[config.mk]
export PLATFORM = sky130hd
export DESIGN_NAME = boolean_table_engine
export DESIGN_NICKNAME = d
export VERILOG_FILES = /design/src/rtl/bool_pkg.sv /design/src/rtl/truth_table_store.sv /design/src/rtl/boolean_table_engine.sv
export SDC_FILE = /design/constraint.sdc
export NUM_CORES = 1
export LEC_CHECK = 0
export BUFFER_PORTS_ARGS = -buffer_cell sky130_fd_sc_hd__buf_2
export CELL_PAD_IN_SITES_DETAIL_PLACEMENT = 0
export CELL_PAD_IN_SITES_GLOBAL_PLACEMENT = 1
export CORE_ASPECT_RATIO = 0.75
export CORE_UTILIZATION = 54
export CTS_BUF_LIST = sky130_fd_sc_hd__clkbuf_2
export DETAILED_ROUTE_END_ITERATION = 8
export PLACE_DENSITY_LB_ADDON = 0.1
export RECOVER_POWER = 25
export SKIP_LAST_GASP = 1
export SYNTH_ARGS = -nofsm -noshare
export SYNTH_HDL_FRONTEND = slang
export SYNTH_SLANG_ARGS = --single-unit
[constraint.sdc]
create_clock -name clk -period 6.5 [get_ports clk]
set_clock_uncertainty 0.05 [all_clocks]
set_input_delay 0.325 -clock clk [delete_from_list [all_inputs] [get_ports clk]]
set_output_delay 0.325 -clock clk [all_outputs]
set_load 0.005 [all_outputs]
[src/rtl/bool_pkg.sv]
// Shared types for the boolean table engine: FSM state encoding and table-size helper.
package bool_pkg;

    typedef enum logic [1:0] {
        ST_IDLE,
        ST_LOAD,
        ST_SWEEP,
        ST_DONE
    } state_t;

    function automatic int unsigned tbl_w(input int unsigned n_in);
        return 32'd1 << n_in;
    endfunction

endpackage

[src/rtl/truth_table_store.sv]
// Serial truth-table loader: accepted bits fill a shadow table, which is committed
// to the active table on the edge that accepts the final index.
module truth_table_store
    import bool_pkg::*;
#(
    parameter int unsigned N_IN = 4,
    localparam int unsigned TBL_W = tbl_w(N_IN)
) (
    input  logic             clk,
    input  logic             rst,
    input  logic             load_accept,
    input  logic             load_bit,
    output logic             commit,
    output logic [TBL_W-1:0] active_table
);

    logic [N_IN-1:0]  wr_idx;
    logic [TBL_W-1:0] shadow;
    logic [TBL_W-1:0] shadow_nxt;

    always_comb begin
        shadow_nxt         = shadow;
        shadow_nxt[wr_idx] = load_bit;
        commit             = load_accept && (wr_idx == '1);
    end

    // wr_idx wraps back to 0 naturally after the final index, ready for the next load
    always_ff @(posedge clk or posedge rst) begin
        if (rst) begin
            wr_idx       <= '0;
            shadow       <= '0;
            active_table <= '0;
        end else if (load_accept) begin
            wr_idx <= wr_idx + 1'b1;
            shadow <= shadow_nxt;
            if (commit) begin
                active_table <= shadow_nxt;
            end
        end
    end

endmodule

[src/rtl/boolean_table_engine.sv]
// Programmable N_IN-input boolean function: serial table load, registered lookup,
// and a full sweep that reports every entry and the number of minterms.
module boolean_table_engine
    import bool_pkg::*;
#(
    parameter int unsigned N_IN = 4,
    localparam int unsigned TBL_W = tbl_w(N_IN)
) (
    input  logic            clk,
    input  logic            rst,
    input  logic            load_valid,
    input  logic            load_bit,
    output logic            load_ready,
    input  logic [N_IN-1:0] x,
    output logic            y,
    input  logic            start,
    output logic            busy,
    output logic            sweep_valid,
    output logic [N_IN-1:0] sweep_idx,
    output logic            sweep_y,
    output logic            done,
    output logic [N_IN:0]   minterm_count
);

    state_t           state;
    state_t           state_nxt;
    logic             load_accept;
    logic             commit;
    logic [TBL_W-1:0] active_table;
    logic [N_IN:0]    run_count;
    logic [N_IN:0]    swept_count;

    truth_table_store #(
        .N_IN(N_IN)
    ) u_store (
        .clk         (clk),
        .rst         (rst),
        .load_accept (load_accept),
        .load_bit    (load_bit),
        .commit      (commit),
        .active_table(active_table)
    );

    always_comb begin
        load_ready  = (state == ST_IDLE) || (state == ST_LOAD);
        busy        = (state == ST_LOAD) || (state == ST_SWEEP);
        sweep_valid = (state == ST_SWEEP);
        done        = (state == ST_DONE);
        sweep_y     = sweep_valid && active_table[sweep_idx];
        load_accept = load_valid && load_ready;
        swept_count = run_count + (N_IN+1)'(active_table[sweep_idx]);
    end

    // A load request in IDLE takes priority over start
    always_comb begin
        state_nxt = state;
        case (state)
            ST_IDLE: begin
                if (load_valid) begin
                    state_nxt = ST_LOAD;
                end else if (start) begin
                    state_nxt = ST_SWEEP;
                end
            end
            ST_LOAD: begin
                if (commit) begin
                    state_nxt = ST_IDLE;
                end
            end
            ST_SWEEP: begin
                if (sweep_idx == '1) begin
                    state_nxt = ST_DONE;
                end
            end
            ST_DONE: state_nxt = ST_IDLE;
            default: state_nxt = ST_IDLE;
        endcase
    end

    always_ff @(posedge clk or posedge rst) begin
        if (rst) begin
            state         <= ST_IDLE;
            y             <= 1'b0;
            sweep_idx     <= '0;
            run_count     <= '0;
            minterm_count <= '0;
        end else begin
            state <= state_nxt;
            y     <= active_table[x];
            if (state == ST_IDLE && state_nxt == ST_SWEEP) begin
                sweep_idx <= '0;
                run_count <= '0;
            end else if (state == ST_SWEEP) begin
                sweep_idx <= sweep_idx + 1'b1;
                run_count <= swept_count;
                if (sweep_idx == '1) begin
                    minterm_count <= swept_count;
                end
            end
        end
    end

endmodule

---- Yosys cells after proc, flatten, opt, wreduce, memory -nomap -nowiden ----
Index checks and enable logic that the tools add are counted.
W data, S select, Z words.
word-level totals
  input port bits ......................... 9
  flip-flop bits (word level) ............. 53
  logic and storage cells ................. 49
cells by class
  reductions and logical operators ........ 11
  mux-type cells .......................... 16
  $add $sub $neg .......................... 3
  bitwise operators ....................... 1
  $lt $le $gt $ge ......................... 4
  equal/unequal tests ..................... 6
operator list
  kind                   count
  $bwmux W16             1
  $lt A4 B5 Y1 const B   3
  $mux W5                2
  $add A4 B1 Y4 const B  2
  $bmux W1 S4            2
  $eq A4 B4 Y1 const B   2
  $mux W2                4
  $mux W4                2
  $pmux W2 S4            1
  $eq A2 B2 Y1 const B   3
  $add A5 B1 Y5          1
  $logic_and A1 B1 Y1    5
  $demux W1 S4           1
  $ge A4 B1 Y1 const B   1
  $mux W1                3
  $reduce_and A3 Y1      1
  $eq A2 B1 Y1 const B   1
  $logic_not A2 Y1       1
  $logic_or A1 B1 Y1     2
  $reduce_and A2 Y1      1
  $reduce_bool A2 Y1     1
  $not A1 Y1             1

---- Logic depth before layout (Yosys ltp) ----
Gate-level depths: netlist (run 1).
  depth in word-level cells ............... 10
  gate-level depth with buffers ........... 9

---- Hierarchy ----
From an unflattened synthesis (run 1), not the netlist that was laid out.
second synthesis, totals
  cell total of the unflattened synthesis .. 247
  area total of the unflattened synthesis .. 2721.4 um^2
by module, submodules not included
  module                area an instance (um^2)  sequential area each (um^2)  cells an instance  times used
  truth_table_store     1582.8                   875.8                        147                1
  boolean_table_engine  1138.6                   425.4                        100                1

---- Least setup slack after synthesis (run 1) ----
OpenSTA, ideal clock, no wires.
  path type ............................... flip-flop to flip-flop
  start point ............................. register sweep_idx[0]
  end point ............................... register run_count[4]
  slack ................................... 4247 ps
  data required time ...................... 6294 ps
  data arrival time ....................... 2048 ps
  stages on the path, launching flop included .. 10
  buffers on the path ..................... 1
  library setup time ...................... 156 ps
  period minus slack after synthesis ...... 2253 ps
  path through ............................ dfrtp_1 buf_2 mux4_2 o22ai_1 a21oi_1 ha_1 ha_1 nand4_1 xor2_1 a211oi_1
between the ends
  word-level cells in the longest chain between the ends .. 6
RTL lines
  item                                                   RTL line                    source
  from (decl)                                            boolean_table_engine.sv:19  output logic [N_IN-1:0] sweep_idx,
  from (signal assigned)                                 boolean_table_engine.sv:94  sweep_idx <= sweep_idx + 1'b1;
  branches (longest 6 deep; another with $add A5 B1 Y5)  --
  to (signal assigned)                                   boolean_table_engine.sv:95  run_count <= swept_count;
  to (decl)                                              boolean_table_engine.sv:30  logic [N_IN:0] run_count;
Parallel ways; which one is timed is not known. The select of a mux whose other input is x is not followed.
A chain may end at the register's enable or synchronous reset.

---- Worst setup path after layout (run 1) ----
  start point ............................. register state[0]
  end point ............................... output sweep_y
between the ends
  word-level cells in the longest chain between the ends .. 2
RTL lines
  item                    RTL line                    source
  from (decl)             boolean_table_engine.sv:25  state_t state;
  from (signal assigned)  boolean_table_engine.sv:88  state <= state_nxt;
  $eq A2 B2 Y1            boolean_table_engine.sv:47  sweep_valid = (state == ST_SWEEP);
  $logic_and A1 B1 Y1     boolean_table_engine.sv:49  sweep_y = sweep_valid && active_table[sweep_idx];
  to (decl)               boolean_table_engine.sv:20  output logic sweep_y,
No other way between the ends.

==> metrics.md, run 1 <==
| Metric | Value |
|---|---|
| Slew Viols, Final | `53` |
| Gr usage total | `0.215` |
| Syn nets | `236` |
| Worst R2R Start | `sweep_idx[0]$_DFFE_PP0P_` |
| Max clock buf depth | `2` |
| Routed len/inst | `17.4 um` |
| Fin crit share | `0.384` |
| # IOs | `24` |
| Max Fclk | `0.401 GHz` |
| Setup violations, final | `0` |
| Largest family of logic cells by synthesized area | `multiplexers` |
| Via/cell ratio | `5.93` |
| Status | `complete, but fails checks` |
| Cts hold-fix bufs | `0` |
| H-Tree Level Count | `2` |
| First-pass GRT wire length | `8940 um` |
| Worst Path Required | `6.12 ns` |
| Register area share after synthesis | `0.476` |
| Clock Sink Count | `52` |
| Antenna violations before repair | `0` |
| Vias in the first global route | `1,810` |
| Max_cap viols | `1` |
| Worst vdd ir | `187 uV` |
| Cts bufs inserted | `5` |
| Adder-Cell Fraction of Synth Area | `0.0595` |
| Most common cell after layout, fill and taps aside | `dfrtp_1` |
| Total grt overflow | `0` |
| Setup_tns | `0 ns` |
| Postcts setup bufs | `0` |
| R2r setup slk | `4.02 ns` |
| Gpl congestion | `0.836` |
| Rows | `22` |
| Post-cts resize count | `0` |
| Simple-gate share of the synthesized area | `0.0755` |
| Die height | `63.6 um` |
| Area growth from synthesis to layout | `7.51%` |
| Fin cells | `294` |
| Die width | `84.1 um` |
| Area of the multi-input gates | `1350 um^2` |
| DP Cell Count | `286` |
| Final Hold Viols | `0` |
| Final nets | `255` |
| Antenna Nets Post-Route | `0` |
| Core area | `4870 um^2` |
| HPWL Detailed | `3810 um` |
| Mux share of post-synthesis cell area | `0.252` |
| Hold crit path type | `input pin to flop` |
| Synth Area in Compound Gates | `0.0682` |
| Design Power | `1.11 mW` |
| Final Util | `0.603` |
| Mean Syn Cell Area | `12.8 um^2` |
| Post-synthesis cell type count | `34` |
| Starting Density | `0.561` |
| Worst Path Max Fanout | `13` |
| Slew at the pin closest to its max-slew limit | `1.90 ns` |
| Largest net degree at the start of global routing | `53` |
| Layout cells sized above 1 | `0.338` |
| Root buffer cell | `clkbuf_2` |
| FF+latch count, synth | `52` |
| IO buf count | `23` |
| Critical path origin | `state[0]$_DFF_PP0_` |
| FF/Latch Area | `1300 um^2` |
| XOR/XNOR Fraction of Synth Area | `0.0385` |
| Failing checks | `DRC, capacitance limit, slew limit` |
| HP Start | `x[3]` |
| Starting DRT DRC Count | `99` |
| N_diodes | `0` |
| Die Footprint | `5350 um^2` |
| Critical Path Start Type | `flop` |
| Critical path arrival | `2.12 ns` |
| Reg clk slew, reported paths | `0.25 ns` |
| DR vias | `1,743` |
| Mapped Area | `2730 um^2` |
| Unrepaired setup endpoints after global routing | `false` |
| Yosys warning count | `0` |
| CP Capture Type | `primary output` |
| Routed WL | `5110 um` |
| Drt first pass iters | `6` |
| Slew HR | `-0.265` |
| Final-layout fill cell count | `413` |
| Min Clock Period, post-route | `2.50 ns` |
| PD cells | `379 nW/um^2` |
| Commonest non-fill, non-tap cells in the layout | `dfrtp_1 (52), mux2_2 (37), buf_2 (23), nor2_1 (13), ha_1 (13)` |
| Residual DRC | `8` |
| Critical Setup Path Class | `flop to primary output` |
| Post-synthesis cell count | `214` |
| Clock Latency Late Sink | `0.43 ns` |
| P_leak | `1.37 nW` |
| CTS tree | `yes` |
-- synthesized netlist by cell type --
| cell type | number | area share |
|---|---|---|
| mux2i_2 | 1 | 0.0050 |
| a21oi_1 | 2 | 0.0037 |
| nand3b_1 | 1 | 0.0027 |
| ha_1 | 13 | 0.060 |
| o21bai_1 | 1 | 0.0027 |
| o211ai_2 | 1 | 0.0046 |
| inv_1 | 8 | 0.011 |
| a221oi_2 | 1 | 0.0055 |
| mux4_1 | 4 | 0.038 |
| nor3_1 | 5 | 0.0092 |
| mux2i_1 | 4 | 0.015 |
| mux4_2 | 5 | 0.041 |
| o22ai_1 | 1 | 0.0023 |
| nor2_1 | 13 | 0.018 |
| nand4_1 | 5 | 0.011 |
| buf_2 | 6 | 0.011 |
| xor2_1 | 8 | 0.026 |
| o211ai_1 | 3 | 0.0082 |
| mux2_2 | 37 | 0.15 |
| nand2_1 | 8 | 0.011 |
| clkbuf_1 | 4 | 0.0055 |
| nor2b_1 | 1 | 0.0023 |
| xnor2_1 | 4 | 0.013 |
| o21ai_0 | 4 | 0.0073 |
| a221oi_1 | 1 | 0.0032 |
| or2_2 | 1 | 0.0023 |
| nand2b_1 | 3 | 0.0069 |
| nor2_4 | 1 | 0.0041 |
| a211oi_1 | 10 | 0.027 |
| nand3_1 | 3 | 0.0055 |
| buf_4 | 1 | 0.0027 |
| and2_1 | 1 | 0.0023 |
| a31o_2 | 1 | 0.0032 |
| dfrtp_1 | 52 | 0.48 |
-- sequential cells by signal, indices dropped and copies added (netlist names) --
signal and cells:
run_count 5, minterm_count 5, u_store.active_table 16, u_store.wr_idx 4, state 2, u_store.shadow 15
sweep_idx 4, y 1
-- power breakdown --
group / switching, mW / internal, mW / total [mW] / leakage (nW)
registers: 0.112 / 0.421 / 0.533 / 0.693
clock network: 0.102 / 0.0641 / 0.166 / 0.0390
logic: 0.197 / 0.218 / 0.415 / 0.641
total: 0.411 / 0.703 / 1.11 / 1.37
-- final cells by class --
| cell class | count | share of cell area |
|---|---|---|
| clock buffers | 5 | 0.00852 |
| well taps | 60 | 0.0256 |
| clock inverters | 3 | 0.0145 |
| repair buffers | 23 | 0.0392 |
| inverters | 8 | 0.0102 |
| flip-flops and latches | 52 | 0.443 |
| multi-input cells | 143 | 0.459 |
-- through the flow --
stage	hold slack [ns]	cell area, um^2	setup WS (ns)
2_1_floorplan	0.423	2730	4.25
3_3_place_gp	0.407	2870	4.17
3_5_place_dp	0.417	2870	4.05
4_1_cts	0.0868	2940	4.01
5_1_grt	0.0643	2940	3.78
6_report	0.106	2940	4.00
-- per-layer routing --
layer / up-vias / global-route usage / wire length, um
li1: 816 / - / -
met1: 874 / 0.312 / 2560
met2: 47 / 0.333 / 2300
met3: 6 / 0.0446 / 220
met4: 0 / 0.0496 / 36
met5: - / 0 / 0
-- worst max-delay path, stage by stage (launching register included) --
cell and delay [ns]:
dfrtp_1 0.50, inv_1 0.15, ha_1 0.57, inv_1 0.09
a211oi_1 0.23, buf_2 0.17
-- path summary, 6_finish.rpt --
path / end / cells past startpoint
max reg2reg: run_count[4]$_DFFE_PP0P_ / 8
min reg2reg: minterm_count[3]$_DFFE_PP0P_ / 2
min: y$_DFF_PP0_ / 2
max in group asynchronous: sweep_idx[1]$_DFFE_PP0P_ / 2
max: sweep_y / 5
min in group asynchronous: u_store.active_table[7]$_DFFE_PP0P_ / 2
-- kinds of logic after synthesis --
family | count (synthesis)
mux | 51
compound gates | 25
fa+ha+maj | 13
xor+xnor | 12
flops | 52
simple gates | 42
buf+inv | 19
(Power assumes the default switching activity.)
==> run 2, diff against run 1 <==
--- a/config.mk
+++ b/config.mk
@@ -9,7 +9,7 @@
 export CELL_PAD_IN_SITES_DETAIL_PLACEMENT = 0
 export CELL_PAD_IN_SITES_GLOBAL_PLACEMENT = 1
 export CORE_ASPECT_RATIO = 0.75
-export CORE_UTILIZATION = 54
+export CORE_UTILIZATION = 50
 export CTS_BUF_LIST = sky130_fd_sc_hd__clkbuf_2
 export DETAILED_ROUTE_END_ITERATION = 8
 export PLACE_DENSITY_LB_ADDON = 0.1
==> constraint.sdc (replaced) <==
create_clock -name clk -period 2.3 [get_ports clk]
set_clock_uncertainty 0.05 [all_clocks]
set_input_delay 0.115 -clock clk [delete_from_list [all_inputs] [get_ports clk]]
set_output_delay 0.115 -clock clk [all_outputs]
set_load 0.005 [all_outputs]
==> metrics.md, run 2 (synthesis results as in run 1) <==
| Metric | Value |
|---|---|
| Status | `completed` |
| Drt first pass iters | `4 (-2)` |
| Cts bufs inserted | `5 (unchanged)` |
| Reg clk slew, reported paths | `0.26 ns (about the same)` |
| Commonest non-fill, non-tap cells in the layout | `dfrtp_1 (51), mux2_2 (37), buf_2 (23), nor2_1 (13), ha_1 (10)` |
| Slew Viols, Final | `0 (-100%)` |
| Starting Density | `0.540 (-0.0213)` |
| Clock Latency Late Sink | `0.45 ns (+0.02 ns)` |
| Max reg flops | `16 (unchanged)` |
| Clock Sink Count | `52 (unchanged)` |
| Root buffer cell | `clkbuf_2` |
| Area growth from synthesis to layout | `13.7%` |
| # IOs | `24 (unchanged)` |
| Rows | `22 (unchanged)` |
| Slew at the pin closest to its max-slew limit | `0.815 ns (-1.08 ns)` |
| Final instance area | `3110 um^2 (+5.7%)` |
| Die height | `66.0 um (+3.8%)` |
| Most common cell after layout, fill and taps aside | `dfrtp_1` |
| CP peak stage delay | `0.54 ns (-0.03 ns)` |
| Routed len/inst | `17.5 um (+0.72%)` |
| Worst path cell trace | `mux4_2 > o22ai_2 > a21oi_1 > ha_2 > ha_4 > nand4_1 > xor2_1 > a211oi_2` |
| Antenna Nets Post-Route | `0 (unchanged)` |
| R2r setup slk | `0.06 ns (-3.96 ns)` |
| Hold Slack | `0.0398 ns (-0.0657 ns)` |
| Largest Register | `u_store.active_table` |
| Critical-path top delay cell | `mux4_2` |
| Max_cap viols | `0 (-1)` |
| Min Clock Period, post-route | `2.24 ns` |
| Via/cell ratio | `5.77 (-2.7%)` |
| Core area | `5060 um^2 (+4.0%)` |
| Vias in the first global route | `1,849 (+2.2%)` |
| Die width | `87.4 um (+3.8%)` |
| First-pass GRT wire length | `9280 um (+3.8%)` |
| Critical path's top delay family | `multiplexers` |
| Residual DRC | `0 (-8)` |
| Largest net degree at the start of global routing | `34 (-36%)` |
| DP Cell Count | `305 (+6.6%)` |
| CTS tree | `yes` |
| Die Footprint | `5770 um^2 (+7.8%)` |
| Starting DRT DRC Count | `110 (+11%)` |
| Slew HR | `0.457 (+0.722)` |
| Antenna violations before repair | `0 (unchanged)` |
| CP Capture Type | `flop` |
| Critical Setup Path Class | `flop to flop` |
| IO buf count | `23 (unchanged)` |
| Layout cells sized above 1 | `0.387 (+0.0495)` |
| Setup violations, final | `0 (unchanged)` |
| Hold crit path type | `input pin to flop` |
| PD cells | `1060 nW/um^2 (+180%)` |
| Final nets | `269 (+5.5%)` |
| Fin cells | `320 (+8.8%)` |
| Unrepaired setup endpoints after global routing | `true` |
| Setup_tns | `0 ns (unchanged)` |
| HPWL Detailed | `4040 um (+6.2%)` |
| Critical Path Start Type | `flop` |
| Fin crit share | `0.975` |
| N_diodes | `0 (unchanged)` |
| Design Power | `3.30 mW (+200%)` |
| Gr usage total | `0.217 (+0.00279)` |
| Placement Cell Area | `2950 um^2 (+2.8%)` |
| Worst Path Max Fanout | `5 (-8)` |
| DR vias | `1,846 (+5.9%)` |
| Top Registers | `u_store.active_table (16), u_store.shadow (15)` |
| Worst vdd ir | `564 uV (+200%)` |
| Max clock buf depth | `2 (unchanged)` |
| Bufs and invs on worst path | `0 (-3)` |
| H-Tree Level Count | `2 (unchanged)` |
| Worst Path Required | `2.59 ns (-3.53 ns)` |
| Total grt overflow | `0 (unchanged)` |
| Gpl congestion | `0.805 (-3.8%)` |
| Critical path arrival | `2.53 ns (+0.41 ns)` |
| Max Fclk | `0.446 GHz` |
| Routed WL | `5610 um (+9.6%)` |
| P_leak | `1.44 nW (+4.9%)` |
| Final Hold Viols | `0 (unchanged)` |
## run 2: area by class of cell
cell class | instances | area (um^2)
inverter | 8 | 30.0
sequential | 52 | 1300
fill | 437 | 1960
clock buffer | 5 | 25.0
timing repair buffer | 37 | 230
tap | 72 | 90.1
clock inverter | 3 | 42.5
multi-input combinational | 143 | 1390
## run 2: per-layer routing
metal / vias up / share of wire / GRT usage
met1: 933 / 0.47 / 0.296
met2: 60 / 0.46 / 0.348
met5: - / 0 / 0
met4: 0 / 0.0098 / 0.0553
li1: 846 / - / -
met3: 7 / 0.055 / 0.0562
## run 2: final timing paths
kind	start	cells past startpoint	end
worst max register to register	sweep_idx[0]$_DFFE_PP0P_	8	run_count[4]$_DFFE_PP0P_
worst min-delay path	load_valid	3	u_store.wr_idx[0]$_DFFE_PP0P_
max in group asynchronous	rst	4	u_store.wr_idx[2]$_DFFE_PP0P_
min in group asynchronous	rst	3	sweep_idx[1]$_DFFE_PP0P_
worst max-delay path	sweep_idx[0]$_DFFE_PP0P_	8	run_count[4]$_DFFE_PP0P_
worst min register to register	minterm_count[2]$_DFFE_PP0P_	2	minterm_count[2]$_DFFE_PP0P_
## run 2: what timing repair did
item,CTS,global route
pin swaps,0,4
buffers inserted,0,2
setup endpoints to repair,4,6
endpoints found under the hold margin,54,0
gates resized for setup,1,8
hold buffers,5,0
## run 2: power by group
group | total [mW] | switching, mW | internal [mW] | leakage, nW
clock network | 0.475 | 0.294 | 0.181 | 0.0390
logic | 1.32 | 0.611 | 0.704 | 0.709
registers | 1.51 | 0.313 | 1.19 | 0.692
total | 3.30 | 1.22 | 2.08 | 1.44
## run 2: through the flow
stage	util	setup WS (ns)
after floorplan	-	0.0465
after global placement	0.583	0.0737
after detailed placement	0.583	-0.0430
after CTS	0.606	0.00734
after global routing	0.613	-0.0340
final	0.613	0.0571
## run 2: worst reg2reg max path: stages (launching register included)
cell and delay [ns]:
dfrtp_2 0.51, mux4_2 0.54, o22ai_2 0.21, a21oi_1 0.06, ha_2 0.23, ha_4 0.18
nand4_1 0.10, xor2_1 0.21, a211oi_2 0.05
